==> src/rtl/risc16_pkg.sv <==
// Shared constants and types for the risc16 fetch stage: word/address widths,
// reset vector, fetch FSM state encoding and the prefetch queue entry layout.
package risc16_pkg;

  localparam int              DATA_W   = 16;
  localparam int              ADDR_W   = 16;
  localparam logic [15:0]     RESET_PC = 16'h0000;

  typedef enum logic [1:0] {
    IF_IDLE  = 2'd0,
    IF_REQ   = 2'd1,
    IF_FLUSH = 2'd2
  } if_state_t;

  typedef struct packed {
    logic [ADDR_W-1:0] pc;
    logic [DATA_W-1:0] instr;
  } if_entry_t;

endpackage

==> src/rtl/fetch_fifo.sv <==
// Synchronous prefetch FIFO with registered storage; clear overrides push/pop.
// DEPTH must be a power of two so the pointers wrap naturally.
module fetch_fifo #(
  parameter int WIDTH = 32,
  parameter int DEPTH = 2
) (
  input  logic                     i_clk,
  input  logic                     i_rst_n,
  input  logic                     i_push,
  input  logic                     i_pop,
  input  logic                     i_clear,
  input  logic [WIDTH-1:0]         i_wdata,
  output logic [WIDTH-1:0]         o_rdata,
  output logic [$clog2(DEPTH):0]   o_count,
  output logic                     o_full,
  output logic                     o_empty
);

  localparam int                PW       = $clog2(DEPTH);
  localparam logic [PW:0]       FULL_CNT = (PW+1)'(DEPTH);

  logic [WIDTH-1:0] r_mem [DEPTH];
  logic [PW-1:0]    r_wr_ptr;
  logic [PW-1:0]    r_rd_ptr;
  logic [PW:0]      r_count;
  logic             w_do_push;
  logic             w_do_pop;

  assign w_do_push = i_push && (r_count != FULL_CNT);
  assign w_do_pop  = i_pop && (r_count != '0);

  // Storage, pointers and occupancy.
  always_ff @(posedge i_clk) begin
    if (!i_rst_n) begin
      r_wr_ptr <= '0;
      r_rd_ptr <= '0;
      r_count  <= '0;
      for (int i = 0; i < DEPTH; i++) begin
        r_mem[i] <= '0;
      end
    end else if (i_clear) begin
      r_wr_ptr <= '0;
      r_rd_ptr <= '0;
      r_count  <= '0;
    end else begin
      if (w_do_push) begin
        r_mem[r_wr_ptr] <= i_wdata;
        r_wr_ptr        <= r_wr_ptr + 1'b1;
      end
      if (w_do_pop) begin
        r_rd_ptr <= r_rd_ptr + 1'b1;
      end
      case ({w_do_push, w_do_pop})
        2'b10:   r_count <= r_count + 1'b1;
        2'b01:   r_count <= r_count - 1'b1;
        default: r_count <= r_count;
      endcase
    end
  end

  assign o_rdata = r_mem[r_rd_ptr];
  assign o_count = r_count;
  assign o_full  = (r_count == FULL_CNT);
  assign o_empty = (r_count == '0);

endmodule

==> src/rtl/instr_fetch_unit.sv <==
// Fetch stage: PC/request FSM feeding a prefetch queue toward decode.
// Define IF_PERF_CNT_EN to add the o_fetch_count delivered-instruction counter.
module instr_fetch_unit #(
  parameter int                DATA_W     = risc16_pkg::DATA_W,
  parameter int                ADDR_W     = risc16_pkg::ADDR_W,
  parameter logic [ADDR_W-1:0] RESET_PC   = risc16_pkg::RESET_PC,
  parameter int                FIFO_DEPTH = 2
) (
  input  logic              i_clk,
  input  logic              i_rst_n,
  output logic              o_imem_req,
  output logic [ADDR_W-1:0] o_imem_addr,
  input  logic              i_imem_ack,
  input  logic [DATA_W-1:0] i_imem_rdata,
  input  logic              i_redirect_valid,
  input  logic [ADDR_W-1:0] i_redirect_pc,
  output logic              o_instr_valid,
  output logic [DATA_W-1:0] o_instr,
  output logic [ADDR_W-1:0] o_instr_pc,
`ifdef IF_PERF_CNT_EN
  output logic [15:0]       o_fetch_count,
`endif
  input  logic              i_instr_ready
);

  import risc16_pkg::*;

  localparam int             CW        = $clog2(FIFO_DEPTH) + 1;
  localparam logic [CW-1:0]  DEPTH_CNT = CW'(FIFO_DEPTH);

  if_state_t                 r_state;
  if_state_t                 w_state_nxt;
  logic                      r_imem_req;
  logic                      w_req_nxt;
  logic [ADDR_W-1:0]         r_imem_addr;
  logic [ADDR_W-1:0]         w_addr_nxt;
  logic [ADDR_W-1:0]         r_fetch_pc;
  logic [ADDR_W-1:0]         w_fetch_pc_nxt;
  logic [ADDR_W-1:0]         w_pc_inc;
  logic                      w_push;
  logic                      w_pop;
  logic [CW-1:0]             w_count;
  logic [CW-1:0]             w_occ_after;
  logic                      w_full;
  logic                      w_empty;
  logic [ADDR_W+DATA_W-1:0]  w_head;

  // Redirect wins over queue traffic: the clear drops both the push and the pop.
  assign w_pop       = !w_empty && i_instr_ready && !i_redirect_valid;
  assign w_pc_inc    = r_imem_addr + 1'b1;
  assign w_occ_after = w_pop ? w_count : (w_count + 1'b1);

  // FSM, request and PC state registers.
  always_ff @(posedge i_clk) begin
    if (!i_rst_n) begin
      r_state     <= IF_IDLE;
      r_imem_req  <= 1'b0;
      r_imem_addr <= RESET_PC;
      r_fetch_pc  <= RESET_PC;
    end else begin
      r_state     <= w_state_nxt;
      r_imem_req  <= w_req_nxt;
      r_imem_addr <= w_addr_nxt;
      r_fetch_pc  <= w_fetch_pc_nxt;
    end
  end

  // Next-state logic; the request address only changes when a new request is issued.
  always_comb begin
    w_state_nxt    = r_state;
    w_req_nxt      = r_imem_req;
    w_addr_nxt     = r_imem_addr;
    w_fetch_pc_nxt = r_fetch_pc;
    w_push         = 1'b0;
    if (i_redirect_valid) begin
      w_fetch_pc_nxt = i_redirect_pc;
      if ((r_state != IF_IDLE) && !i_imem_ack) begin
        w_state_nxt = IF_FLUSH;
      end else begin
        w_state_nxt = IF_REQ;
        w_req_nxt   = 1'b1;
        w_addr_nxt  = i_redirect_pc;
      end
    end else begin
      case (r_state)
        IF_IDLE: begin
          if (!w_full) begin
            w_state_nxt = IF_REQ;
            w_req_nxt   = 1'b1;
            w_addr_nxt  = r_fetch_pc;
          end else begin
            w_state_nxt = IF_IDLE;
          end
        end
        IF_REQ: begin
          if (i_imem_ack) begin
            w_push         = 1'b1;
            w_fetch_pc_nxt = w_pc_inc;
            if (w_occ_after < DEPTH_CNT) begin
              w_addr_nxt = w_pc_inc;
            end else begin
              w_state_nxt = IF_IDLE;
              w_req_nxt   = 1'b0;
            end
          end else begin
            w_state_nxt = IF_REQ;
          end
        end
        IF_FLUSH: begin
          if (i_imem_ack) begin
            w_state_nxt = IF_REQ;
            w_req_nxt   = 1'b1;
            w_addr_nxt  = r_fetch_pc;
          end else begin
            w_state_nxt = IF_FLUSH;
          end
        end
        default: begin
          w_state_nxt = IF_IDLE;
          w_req_nxt   = 1'b0;
        end
      endcase
    end
  end

  fetch_fifo #(
    .WIDTH (ADDR_W + DATA_W),
    .DEPTH (FIFO_DEPTH)
  ) u_fifo (
    .i_clk   (i_clk),
    .i_rst_n (i_rst_n),
    .i_push  (w_push),
    .i_pop   (w_pop),
    .i_clear (i_redirect_valid),
    .i_wdata ({r_imem_addr, i_imem_rdata}),
    .o_rdata (w_head),
    .o_count (w_count),
    .o_full  (w_full),
    .o_empty (w_empty)
  );

  assign o_imem_req    = r_imem_req;
  assign o_imem_addr   = r_imem_addr;
  assign o_instr_valid = !w_empty;
  assign o_instr_pc    = w_head[ADDR_W+DATA_W-1:DATA_W];
  assign o_instr       = w_head[DATA_W-1:0];

`ifdef IF_PERF_CNT_EN
  logic [15:0] r_fetch_count;

  // Delivered-instruction counter; survives redirects, wraps naturally.
  always_ff @(posedge i_clk) begin
    if (!i_rst_n) begin
      r_fetch_count <= 16'd0;
    end else if (w_pop) begin
      r_fetch_count <= r_fetch_count + 16'd1;
    end else begin
      r_fetch_count <= r_fetch_count;
    end
  end

  assign o_fetch_count = r_fetch_count;
`endif

endmodule

==> config.mk <==
export PLATFORM = sky130hd
export DESIGN_NAME = instr_fetch_unit
export DESIGN_NICKNAME = d
export VERILOG_FILES = /design/src/rtl/risc16_pkg.sv /design/src/rtl/fetch_fifo.sv /design/src/rtl/instr_fetch_unit.sv
export SDC_FILE = /design/constraint.sdc
export NUM_CORES = 1
export LEC_CHECK = 0
export ABC_AREA = 1
export CAP_MARGIN = 20
export CORE_MARGIN = 1.5
export CORE_UTILIZATION = 45
export DETAILED_ROUTE_END_ITERATION = 16
export DONT_BUFFER_PORTS = 1
export PLACE_DENSITY = 0.67
export SYNTH_ARGS = -nofsm -noshare
export SYNTH_HDL_FRONTEND = slang
export SYNTH_SLANG_ARGS = --single-unit
==> constraint.sdc <==
create_clock -name i_clk -period 3.4 [get_ports i_clk]
set_input_delay 1.02 -clock i_clk [delete_from_list [all_inputs] [get_ports i_clk]]
set_output_delay 1.02 -clock i_clk [all_outputs]
set_load 0.02 [all_outputs]
# Yosys cells after proc, flatten, opt, wreduce, memory -nomap -nowiden
# Memories as Yosys holds them, arrays and structs flattened. A register that Yosys moved wholly into a read port is not among the register bits.
# Cells that the tools add are included.
# totals
register_bits	39
n_memories	1
elab_cells	88
ramBits	64
# mem_list
memory	words	width	read_ports	rd_clocked_by_memory_dff	wr	line	rtl
u_fifo.r_mem	2	32	1	1	2	fetch_fifo.sv:22	logic [WIDTH-1:0] r_mem [DEPTH];
# op_classes
eq_ne	13
addsub	5
bitwise	1
n_mux	39
reduce_logical	21
n_lt_le_gt_ge	1
# ops
cell	count
16-bit two-way mux	9
16-bit one-hot mux with 3 select lines	1
32-bit two-way mux	1
32-bit OR reduction	1
1-bit two-way mux	19
16-bit by 1-bit adder with 16-bit output, second input constant	1
3-bit inequality test, second input constant	5
2-bit two-way mux	6
2-bit nonzero test	5
2-bit equality test, second input constant	3
2-bit one-hot mux with 3 select lines	1
6-bit AND reduction	1
1-bit logical AND	5
5-bit AND reduction	1
2-bit by 1-bit equality test with 1-bit output, second input constant	2
2-bit zero test	2
2-bit inequality test, second input constant	2
4-bit inequality test, second input constant	1
2-bit one-hot mux with 2 select lines	1
4-bit nonzero test	1
1-bit zero test	3
1-bit one-hot mux with 3 select lines	1
1-bit adder, second input constant	2
2-bit by 1-bit adder with 2-bit output, second input constant	1
5 further kinds	5

# Depth between registers and ports, before layout
# logic_depth
ltp_word	10
ltp_mapped	13

# Modules after synthesis
# From an unflattened synthesis, not the netlist that was laid out.
# hier_totals
hier_cells	624
area_unflattened_um2	5287.6
# by_module_without_submodules
module	area_each_um2	n_inst	seq_area_each_um2	cells_per_inst
fetch_fifo	3022.9	1	2021.9	244
instr_fetch_unit	2264.7	1	700.7	380

# Least setup slack after synthesis
# OpenSTA, ideal clock, no wires.
# synth_path
path_type	input-to-reg
startpoint	input i_redirect_valid
endpoint	memory u_fifo.r_mem[0][0] (enable)
path_buffers	2
arrival_time_ns	2.449
cell_stages	7
slack_ns	0.561
path_cell_list	buf_4 > nor2_2 > nand2_2 > inv_2 > nand3_2 > buf_2 > nand2_1
# synth_rtl
item	line	rtl
start: declaration	instr_fetch_unit.sv:15	input logic i_redirect_valid,
end: declaration	fetch_fifo.sv:22	

==> impl_metrics.yaml <==
status:
  status: "completed"
critical_path:
  critical_path_class: "flip-flop to output pin"
  critPathMaxFanout: 14
  startpoint_type: "flip-flop"
  required_ns: 2.38
  cp-end-kind: "output pin"
  worst_ep_arrival_time_ns: 1.82
clock_tree:
  cts.reportedPaths.clkPinSlew_ns: 0.08
  clkLatencyLatePin_ns: 0.35
  postCtsHoldBufs: 0
  htreeDepth: 3
  cts_resized: 0
  cts_tree: "done"
  cts_sinks: 104
  cts_buffers: 9
  cts_max_path_buffers: 2
  postCtsSetupBuffers: 0
  cts_root_buffer: "clkbuf_16"
timing:
  finClkSkew_ns: 0.00787
  tightest_slew_ns: 0.642
  setup_violations: 0
  fmaxAchievable_mhz: 353
  setup_tns_ns: 0
  rsz0062_at_grt: "no"
  drv_slew: 0
  slew_headroom_pct: 57.1
  period_share_pct: 83.4
  final_hold_viol_count: 0
  period_minus_slack_ns: 2.84
global_routing:
  first_global_vias: 3571
  grt_pass1_wl_um: 18800
  met2_usage_pct: 31.8
  grt_usage_pct: 20.5
  antenna_found_initial: 0
  use_met1_pct: 28.3
  grt_start_max_net_pins: 33
  grtUsageMet3_pct: 3.85
  grt_busiest_layer: "met2"
  grt.overflow.total: 0
power:
  p_int_mw: 2.05
  p_switching_mw: 0.851
  combPwrFrac_pct: 11.5
  p_leak_nw: 2.32
  p_sw_share_pct: 29.3
  ir_drop_mv: 0.241
  pwr-share-seq_pct: 51.7
  p_per_area_mw_per_mm2: 522
  p_clk_share_pct: 36.9
  power.total_mw: 2.90
final_layout:
  nets: 629
  area_delta_synth_final_pct: 8.32
  finish.utilization_pct: 50.6
  design_area_sq_mm: 0.00555
  antennaDiodeCount: 0
  drive_gt1_share_pct: 12.0
logic_synthesis:
  ys_seq_area_share_pct: 53.1
  synth_top_family_by_area: "simple AND/OR/NAND/NOR gates"
  synthAdderAreaFrac_pct: 0.976
  synth_seq_cells: 104
  synth_area_sq_mm: 0.00513
  synthMuxAreaShare_pct: 7.03
  yosys_warnings: 0
  yosys.area_share.simple_pct: 24.2
  synthCells: 594
  synth-xor-area-share_pct: 0.171
  synth_compound_area_share_pct: 7.66
  syn_area_per_cell_sq_um: 8.63
  syn-num-nets: 635
  yosys.cell_types.count: 33
hold_path:
  hold_class: "flip-flop to flip-flop"
floorplan:
  rows: 38
  die-width_um: 110
  pin_count: 87
  dieArea_sq_mm: 0.0120
  core_sq_mm: 0.0110
  die_y_um: 110
  start_util_pct: 46.7
detailed_routing:
  avgRoutedWirePerCell_um: 16.1
  drtIter0Drc: 264
  finalWirelength_um: 11800
  firstDrtPassIters: 5
  ant_nets: 0
  drcViolationCount: 0
  viasPerCell: 5.37
  vias: 3938
placement:
  placed_cell_area_sq_mm: 0.00524
  dp_hpwl_um: 8150
  io_buffers: 0
  gp_congestion: 0.846
run:
  cap_violations: 0
-- area by class of cell --
type / instances / area [sq um]
Clock buffer: 9 / 225
Clock inverter: 7 / 86.3
Fill cell: 1041 / 5430
Inverter: 61 / 229
Multi-Input combinational cell: 404 / 2050
Sequential cell: 104 / 2720
Tap cell: 140 / 175
Timing Repair Buffer: 8 / 60.1
-- registers in the layout (all words and copies together) (netlist names), named ones only --
name / flops
u_fifo.r_rd_ptr: 1
r_state: 2
r_fetch_pc: 16
u_fifo.o_count: 2
u_fifo.r_mem: 64
o_imem_req: 1
o_imem_addr: 16
u_fifo.r_wr_ptr: 1
-- worst paths after layout --
| kind | endpoint | startpoint | cells past startpoint | slack [ns] |
|---|---|---|---|---|
| setup / recovery | o_instr_pc[2] | flip-flop | 2 | 0.56 |
| hold / removal | u_fifo.o_count[0] | u_fifo.o_count[0] | 1 | 0.47 |
| setup reg to reg | u_fifo.r_mem[1][30] | r_state[1] | 10 | 1.20 |
| hold reg to reg | u_fifo.o_count[0] | u_fifo.o_count[0] | 1 | 0.47 |
-- cell usage after synthesis --
cell type	n	share of area (%)
buf_6	1	0.22
clkbuf_1	7	0.51
o21ai_1	2	0.20
nand4_1	3	0.37
a31oi_1	11	1.3
xor2_1	1	0.17
or2_2	3	0.37
inv_1	57	4.2
nand3_2	2	0.39
nand2_4	1	0.22
clkbuf_2	1	0.098
nor2_1	111	8.1
nand2_2	3	0.37
mux2_2	32	7.0
a21oi_1	27	2.6
dfxtp_1	40	16
o21bai_1	2	0.29
ha_1	4	0.98
o211ai_1	3	0.44
buf_1	4	0.29
buf_2	11	1.1
nand2_1	120	8.8
buf_4	1	0.15
nor3_1	1	0.098
nor2_4	1	0.22
nand3_1	44	4.3
clkinv_1	1	0.073
a21oi_4	1	0.32
inv_2	3	0.22
o21ai_0	25	2.4
nand3b_1	6	0.88
nor2_2	1	0.12
edfxtp_1	64	37
-- per-layer routing --
metal / vias to the layer above / routed length [um]
met5: - / 0
li1: 1955 / -
met1: 1836 / 5380
met4: 0 / 221
met2: 129 / 5470
met3: 18 / 754
-- placed cells by master (no fill, tap or decap), drive strengths merged --
master  count
xor2        1
clkbuf      9
o21ai      27
nand2     124
or2         3
nand3b      6
a31oi      11
nand3      46
buf         8
inv        66
mux2       32
nand4       3
o211ai      3
nor2      113
clkinv      2
nor3        1
a21oi      28
o21bai      2
dfxtp      40
ha          4
edfxtp     64
-- kinds of logic after synthesis --
group	Yosys count
AND/OR/NAND/NOR	296
flip-flops	104
buffers and inverters	86
AO/OA/AOI/OAI	71
multiplexers	32
adder cells (fa/ha/maj)	4
XOR/XNOR	1
-- worst max-delay path, stage by stage, from the launching register on --
cell and delay, ns:
dfxtp_1 0.74, buf_4 0.30, mux2_2 0.42
-- through the flow --
| step | instances | worst slack (ns) | hold WS (ns) |
|---|---|---|---|
| after CTS | 733 | 0.527 | 0.463 |
| after floorplan | 594 | 0.561 | 0.422 |
| after global placement | 717 | 0.930 | 0.436 |
| after detailed placement | 717 | 0.912 | 0.447 |
| final | 733 | 0.564 | 0.470 |
| after global routing | 733 | 0.467 | 0.494 |
-- power groups by stage --
stage / Clock (mW) / Combinational, mW / Sequential [mW]
finish: 1.07 / 0.333 / 1.50
global route: 1.15 / 0.375 / 1.51
CTS: 1.09 / 0.332 / 1.50
detailed placement: 0 / 0.329 / 1.53
global placement: 0 / 0.324 / 1.53
floorplan: 0 / 0.272 / 1.51
Power figures use the tool's default switching activity.
